===== src/rtl/tele_pulse_decoder.sv =====
// Door-handle telegram receiver: measures pulse high-times, classifies them
// against nominal widths and reassembles 6-bit or 5-bit (NFC bypass) frames.
module tele_pulse_decoder #(
  parameter logic [15:0] TOL     = 16'd50,
  parameter logic [15:0] GAP_MAX = 16'd4000
) (
  input  logic        clk_out,
  input  logic        reset,
  input  logic        pulse_in,
  input  logic [15:0] ON_imp,
  input  logic [15:0] ON_low,
  input  logic [15:0] ON_high,
  input  logic [15:0] ON_stop,
  output logic [7:0]  tele,
  output logic        frame_valid,
  output logic [7:0]  frame_count,
  output logic        err_width,
  output logic        err_count,
  output logic        err_timeout,
  output logic        locked
);

  typedef enum logic {S_HUNT, S_DATA} state_e;
  typedef enum logic [2:0] {P_BAD, P_LOW, P_HIGH, P_STOP, P_IMP} pulse_e;

  logic        s1_q, s2_q, s3_q;
  logic [15:0] hi_cnt_q, hi_cnt_d;
  logic [15:0] lo_cnt_q, lo_cnt_d;
  state_e      state_q;
  logic [2:0]  bit_cnt_q;
  logic [5:0]  data_q;
  logic [7:0]  tele_q, frame_count_q;
  logic        frame_valid_q, err_width_q, err_count_q, err_timeout_q;
  logic        rise, fall, timeout_hit;
  pulse_e      pulse_class;

  assign rise = s2_q & ~s3_q;
  assign fall = ~s2_q & s3_q;

  // Window bounds are formed at 17 bits so neither N-TOL nor N+TOL wraps.
  function automatic logic in_window(input logic [15:0] cnt, input logic [15:0] nom);
    logic [16:0] lo_b;
    logic [16:0] hi_b;
    lo_b = (nom >= TOL) ? {1'b0, nom - TOL} : 17'd0;
    hi_b = {1'b0, nom} + {1'b0, TOL};
    if (hi_b > 17'h0FFFF) hi_b = 17'h0FFFF;
    return ({1'b0, cnt} >= lo_b) && ({1'b0, cnt} <= hi_b);
  endfunction

  always_comb begin
    // NOTE: every always_comb output gets a default first, so no latch is inferred.
    hi_cnt_d = hi_cnt_q;
    lo_cnt_d = lo_cnt_q;
    if (rise)                           hi_cnt_d = 16'd1;
    else if (s2_q && hi_cnt_q != 16'hFFFF) hi_cnt_d = hi_cnt_q + 16'd1;
    if (fall)                            lo_cnt_d = 16'd1;
    else if (!s2_q && lo_cnt_q != 16'hFFFF) lo_cnt_d = lo_cnt_q + 16'd1;

    pulse_class = P_BAD;
    if      (in_window(hi_cnt_q, ON_imp))  pulse_class = P_IMP;
    else if (in_window(hi_cnt_q, ON_stop)) pulse_class = P_STOP;
    else if (in_window(hi_cnt_q, ON_high)) pulse_class = P_HIGH;
    else if (in_window(hi_cnt_q, ON_low))  pulse_class = P_LOW;

    timeout_hit = (state_q == S_DATA) && (bit_cnt_q != 3'd0) && !s2_q &&
                  ({1'b0, lo_cnt_d} == ({1'b0, GAP_MAX} + 17'd1));
  end

  always_ff @(posedge clk_out) begin
    if (reset) begin
      s1_q          <= 1'b0;
      s2_q          <= 1'b0;
      s3_q          <= 1'b0;
      hi_cnt_q      <= '0;
      lo_cnt_q      <= '0;
      state_q       <= S_HUNT;
      bit_cnt_q     <= '0;
      data_q        <= '0;
      tele_q        <= '0;
      frame_count_q <= '0;
      frame_valid_q <= 1'b0;
      err_width_q   <= 1'b0;
      err_count_q   <= 1'b0;
      err_timeout_q <= 1'b0;
    end else begin
      // NOTE: state is updated with non-blocking assignments so every flop sees pre-edge values.
      s1_q          <= pulse_in;
      s2_q          <= s1_q;
      s3_q          <= s2_q;
      hi_cnt_q      <= hi_cnt_d;
      lo_cnt_q      <= lo_cnt_d;
      frame_valid_q <= 1'b0;
      err_width_q   <= 1'b0;
      err_count_q   <= 1'b0;
      err_timeout_q <= 1'b0;

      if (fall) begin
        if (state_q == S_HUNT) begin
          if (pulse_class == P_IMP || pulse_class == P_STOP) begin
            state_q   <= S_DATA;
            bit_cnt_q <= '0;
          end
        end else begin
          case (pulse_class)
            P_IMP: bit_cnt_q <= '0;
            P_STOP: begin
              bit_cnt_q <= '0;
              if (bit_cnt_q == 3'd6 || bit_cnt_q == 3'd5) begin
                // Five-bit frames carry a,b,c,d,f: f sits in slot 4 and e reads as 0.
                tele_q        <= (bit_cnt_q == 3'd6) ? {2'b00, data_q}
                                                     : {2'b01, data_q[4], 1'b0, data_q[3:0]};
                frame_valid_q <= 1'b1;
                frame_count_q <= frame_count_q + 8'd1;
              end else begin
                err_count_q <= 1'b1;
              end
            end
            P_HIGH, P_LOW: begin
              if (bit_cnt_q == 3'd6) begin
                err_count_q <= 1'b1;
                state_q     <= S_HUNT;
                bit_cnt_q   <= '0;
              end else begin
                data_q[bit_cnt_q] <= (pulse_class == P_HIGH);
                bit_cnt_q         <= bit_cnt_q + 3'd1;
              end
            end
            default: begin
              err_width_q <= 1'b1;
              state_q     <= S_HUNT;
              bit_cnt_q   <= '0;
            end
          endcase
        end
      end else if (timeout_hit) begin
        err_timeout_q <= 1'b1;
        state_q       <= S_HUNT;
        bit_cnt_q     <= '0;
      end
    end
  end

  assign tele        = tele_q;
  assign frame_valid = frame_valid_q;
  assign frame_count = frame_count_q;
  assign err_width   = err_width_q;
  assign err_count   = err_count_q;
  assign err_timeout = err_timeout_q;
  assign locked      = (state_q == S_DATA);

endmodule


===== config.mk =====
export PLATFORM = sky130hd
export DESIGN_NAME = tele_pulse_decoder
export DESIGN_NICKNAME = d
export VERILOG_FILES = /design/src/rtl/tele_pulse_decoder.sv
export SDC_FILE = /design/constraint.sdc
export NUM_CORES = 1
export LEC_CHECK = 0
export CORE_MARGIN = 10
export CORE_UTILIZATION = 40
export CTS_CLUSTER_DIAMETER = 200
export DETAILED_ROUTE_END_ITERATION = 8
export PLACE_DENSITY = 0.69
export SKIP_LAST_GASP = 1
export SLEW_MARGIN = 20
export SYNTH_ARGS = -nofsm -noshare
export SYNTH_HDL_FRONTEND = slang
export SYNTH_SLANG_ARGS = --single-unit

===== constraint.sdc =====
create_clock -name clk_out -period 9.3 [get_ports clk_out]
set_input_delay 1.86 -clock clk_out [delete_from_list [all_inputs] [get_ports clk_out]]
set_output_delay 1.86 -clock clk_out [all_outputs]
set_load 0.05 [all_outputs]

==> metrics.txt <==
vias 8,706; largest net degree at the start of global routing 50; GRT overflow 0; Post-synth top cells 143 x ha_1, 131 x nand2_1, 128 x nor2_1; critical path class in -> reg; Via density between 5 and 6; Fin. Hold Viols 0; dominant cells by area after synthesis ha_1 20%, dfxtp_1 14%, xnor2_1 5.6%, nand2_1 5.4%, nor2_1 5.3%; Root Driver clkbuf_16; Die Ht around 170 um; clk sinks 64; Hold Crit Class reg -> reg; Hold Slack 0.457 ns; Starting DRT DRC Count 495; CP max stage cell nor3_2; max frequency ~140 MHz; most common cell in the netlist ha_1; Mapped Avg Cell Area 7.49 um2; Worst path top cell family by delay simple AND/OR/NAND/NOR gates; slowest cell delay on critical path approximately 0.74 ns; CP arrival 7.38 ns; final slew viol count 0; die footprint around 0.029 mm2; Top FF cell, synth dfxtp_1; Post-Syn Instances 1,208; Die Wd 170 um; H-tree depth 3; initial core utilization 0.411; MaxCap Viol Count 0; crit path cell chain clkdlybuf4s50_1, ha_1, a21o_1, o21ai_0, nor3_1, nand4b_1, a21boi_0, a31oi_1, o21bai_1, nor2_1, ha_1, nand3_1, nor2_1, or4_1, o21ai_0, o22ai_2, nor3_2, mux2i_1, nor2_1; area grow syn2layout 12.9%; std cell rows 54; register share of total power 0.344; RSZ-0062 raised after global routing false; fin nets roughly 1,400; initial antenna violation count 0; io pins 88; drt pass-1 iters 5; hpwl dp approximately 19 mm; combinational power share 0.277; Post-Layout Cell Count 1,521; Max VDD drop between 60 and 70 uV; post-route minimum period around 7 ns; max_slew headroom 0.395; Clk Latency, worst-skew pair roughly 0.33 ns; Antenna Nets Post-Route 0; first-pass GRT wire length 39.8 mm; Final Wtd Congestion 0.887; Total GRT Usage 0.163; Pint between 0.5 and 0.6 mW; CP startpoint kind input port; WL per Instance 15.7 um; Clk pwr share 0.379; area share of the largest cell type after synthesis 0.198; Total Neg Setup Slack 0 ns; I/O Buffers 86; worst slack at placement 1.84 ns; worst slew pin tran 0.900 ns; clk_skew 0.00754 ns; CORE AREA 0.0220 mm2; Synth cell types 91; synthesis-stage register bit count 64; DRC 0; final core utilization 0.464; total wire length 23.9 mm; Num CTS Buffers 9; fillers 2,198; # Post-CTS Setup Buffers 0; switching share of power 0.311; Hold-fix buffers, CTS 0; CP most frequent cell nor2_1; total of warnings raised by yosys 0; CTS max path bufs 2; asr flop ratio synth 0; clock-pin slew on the worst setup and hold paths around 0.050 ns; Worst Path Required ~9.5 ns; Critical path buffers and inverters 1; vias in the first global route 8,237; fraction of layout cells with a size suffix above 1 0.0492; worst-path fanout max 12; sequential share of the synthesized area 0.142; status finished, final reports clean; Ant. Diodes 0; leak pwr 4.31 nW; post-CTS sizing 0; crit end category register; Tcrit/Tclk final 0.774; number of synthesized flops with an enable pin 0; Syn Nets 1,418; post-synth top area cell ha_1; placed insts 1,505; Setup Viol. Count Final 0; Setup WS post-layout 2.10 ns; Net Sw Power 0.253 mW; cell area after synthesis 0.00905 mm2; TritonCTS clock tree done; P per Cell Area 79.8 mW/mm2
layout by cell type, fill, tap and decap left out, drive strengths merged, types with 7 or more instances in the layout:
| cell | count |
|---|---|
| o31ai | 7 |
| a211oi | 14 |
| a21o | 15 |
| nand2b | 25 |
| nor3 | 48 |
| nand3b | 13 |
| nor3b | 11 |
| o21ai | 33 |
| and3 | 13 |
| nor2 | 128 |
| mux2 | 10 |
| xnor2 | 58 |
| a21oi | 63 |
| xor2 | 49 |
| or2 | 13 |
| dfxtp | 64 |
| a31oi | 10 |
| ha | 143 |
| inv | 23 |
| clkdlybuf4s50 | 85 |
| nand2 | 132 |
| nor4 | 21 |
| or3 | 16 |
| or4 | 9 |
| clkbuf | 11 |
| nor2b | 34 |
| and2 | 8 |
| mux2i | 11 |
| and4 | 9 |
| nand4 | 29 |
| nand3 | 58 |
worst register-to-register path: cells and delay by family, from the launching register on:
kind | cells | cell delay (ns)
flops | 1 | 0.79
simple gates | 5 | 1.53
compound gates | 2 | 0.57
mux | 1 | 0.28
fa+ha+maj | 1 | 0.37
cell families (layout without fill, tap and decap cells):
| group | count (synthesis) | count (layout) | share of synthesized area |
|---|---|---|---|
| adder cells (fa/ha/maj) | 143 | 143 | 0.198 |
| XOR/XNOR | 107 | 107 | 0.104 |
| AND/OR/NAND/NOR | 574 | 574 | 0.330 |
| flip-flops | 64 | 64 | 0.142 |
| buffers and inverters | 92 | 125 | 0.0441 |
| other | 1 | 1 | 0.000415 |
| multiplexers | 21 | 21 | 0.0246 |
| AO/OA/AOI/OAI | 206 | 206 | 0.158 |
registers in the layout, summed over array words and instances, names as in the netlist, 3 cells and up:
name and flops:
hi_cnt_q 16, frame_count 8, tele 7, data_q 6, lo_cnt_q 16, bit_cnt_q 3
path summary, 6_finish.rpt:
kind,startpoint,slack (ns),endpoint,cells past startpoint
min,s1_q$_SDFF_PP0_,0.46,s2_q$_SDFF_PP0_,1
min reg2reg,s1_q$_SDFF_PP0_,0.46,s2_q$_SDFF_PP0_,1
max reg2reg,hi_cnt_q[14]$_SDFFE_PP0P_,5.62,tele[2]$_SDFFE_PP0P_,9
max,ON_stop[2],2.10,tele[2]$_SDFFE_PP0P_,19
power by group through the flow:
stage	combinational [mW]	sequential, mW	clock, mW
after floorplan	0.158	0.285	0
after global placement	0.219	0.287	0
after detailed placement	0.224	0.287	0
after CTS	0.226	0.281	0.314
after global routing	0.255	0.281	0.330
final	0.225	0.281	0.309
final cells by class:
type / instances / area, um2 / share of cell area
inverter: 23 / 86.3 / 0.00845
tap: 280 / 350 / 0.0343
timing repair buffer: 86 / 856 / 0.0838
multi-input combinational: 1052 / 7370 / 0.721
sequential: 64 / 1280 / 0.125
clock inverter: 5 / 32.5 / 0.00318
clock buffer: 11 / 243 / 0.0238
stage by stage:
step,instance area (um2),power [mW]
3_3_place_gp,9940,0.506
5_1_grt,10200,0.866
6_report,10200,0.815
2_1_floorplan,9050,0.443
3_5_place_dp,9940,0.511
4_1_cts,10200,0.820
per-layer routing:
layer | routed length, um | global-route usage | vias up
li1 | - | - | 4413
met1 | 11400 | 0.213 | 4060
met2 | 11200 | 0.275 | 203
met3 | 1030 | 0.0229 | 30
met4 | 363 | 0.0385 | 0
met5 | 0 | 0 | -
Note: power is estimated with default switching activity, not from simulation.
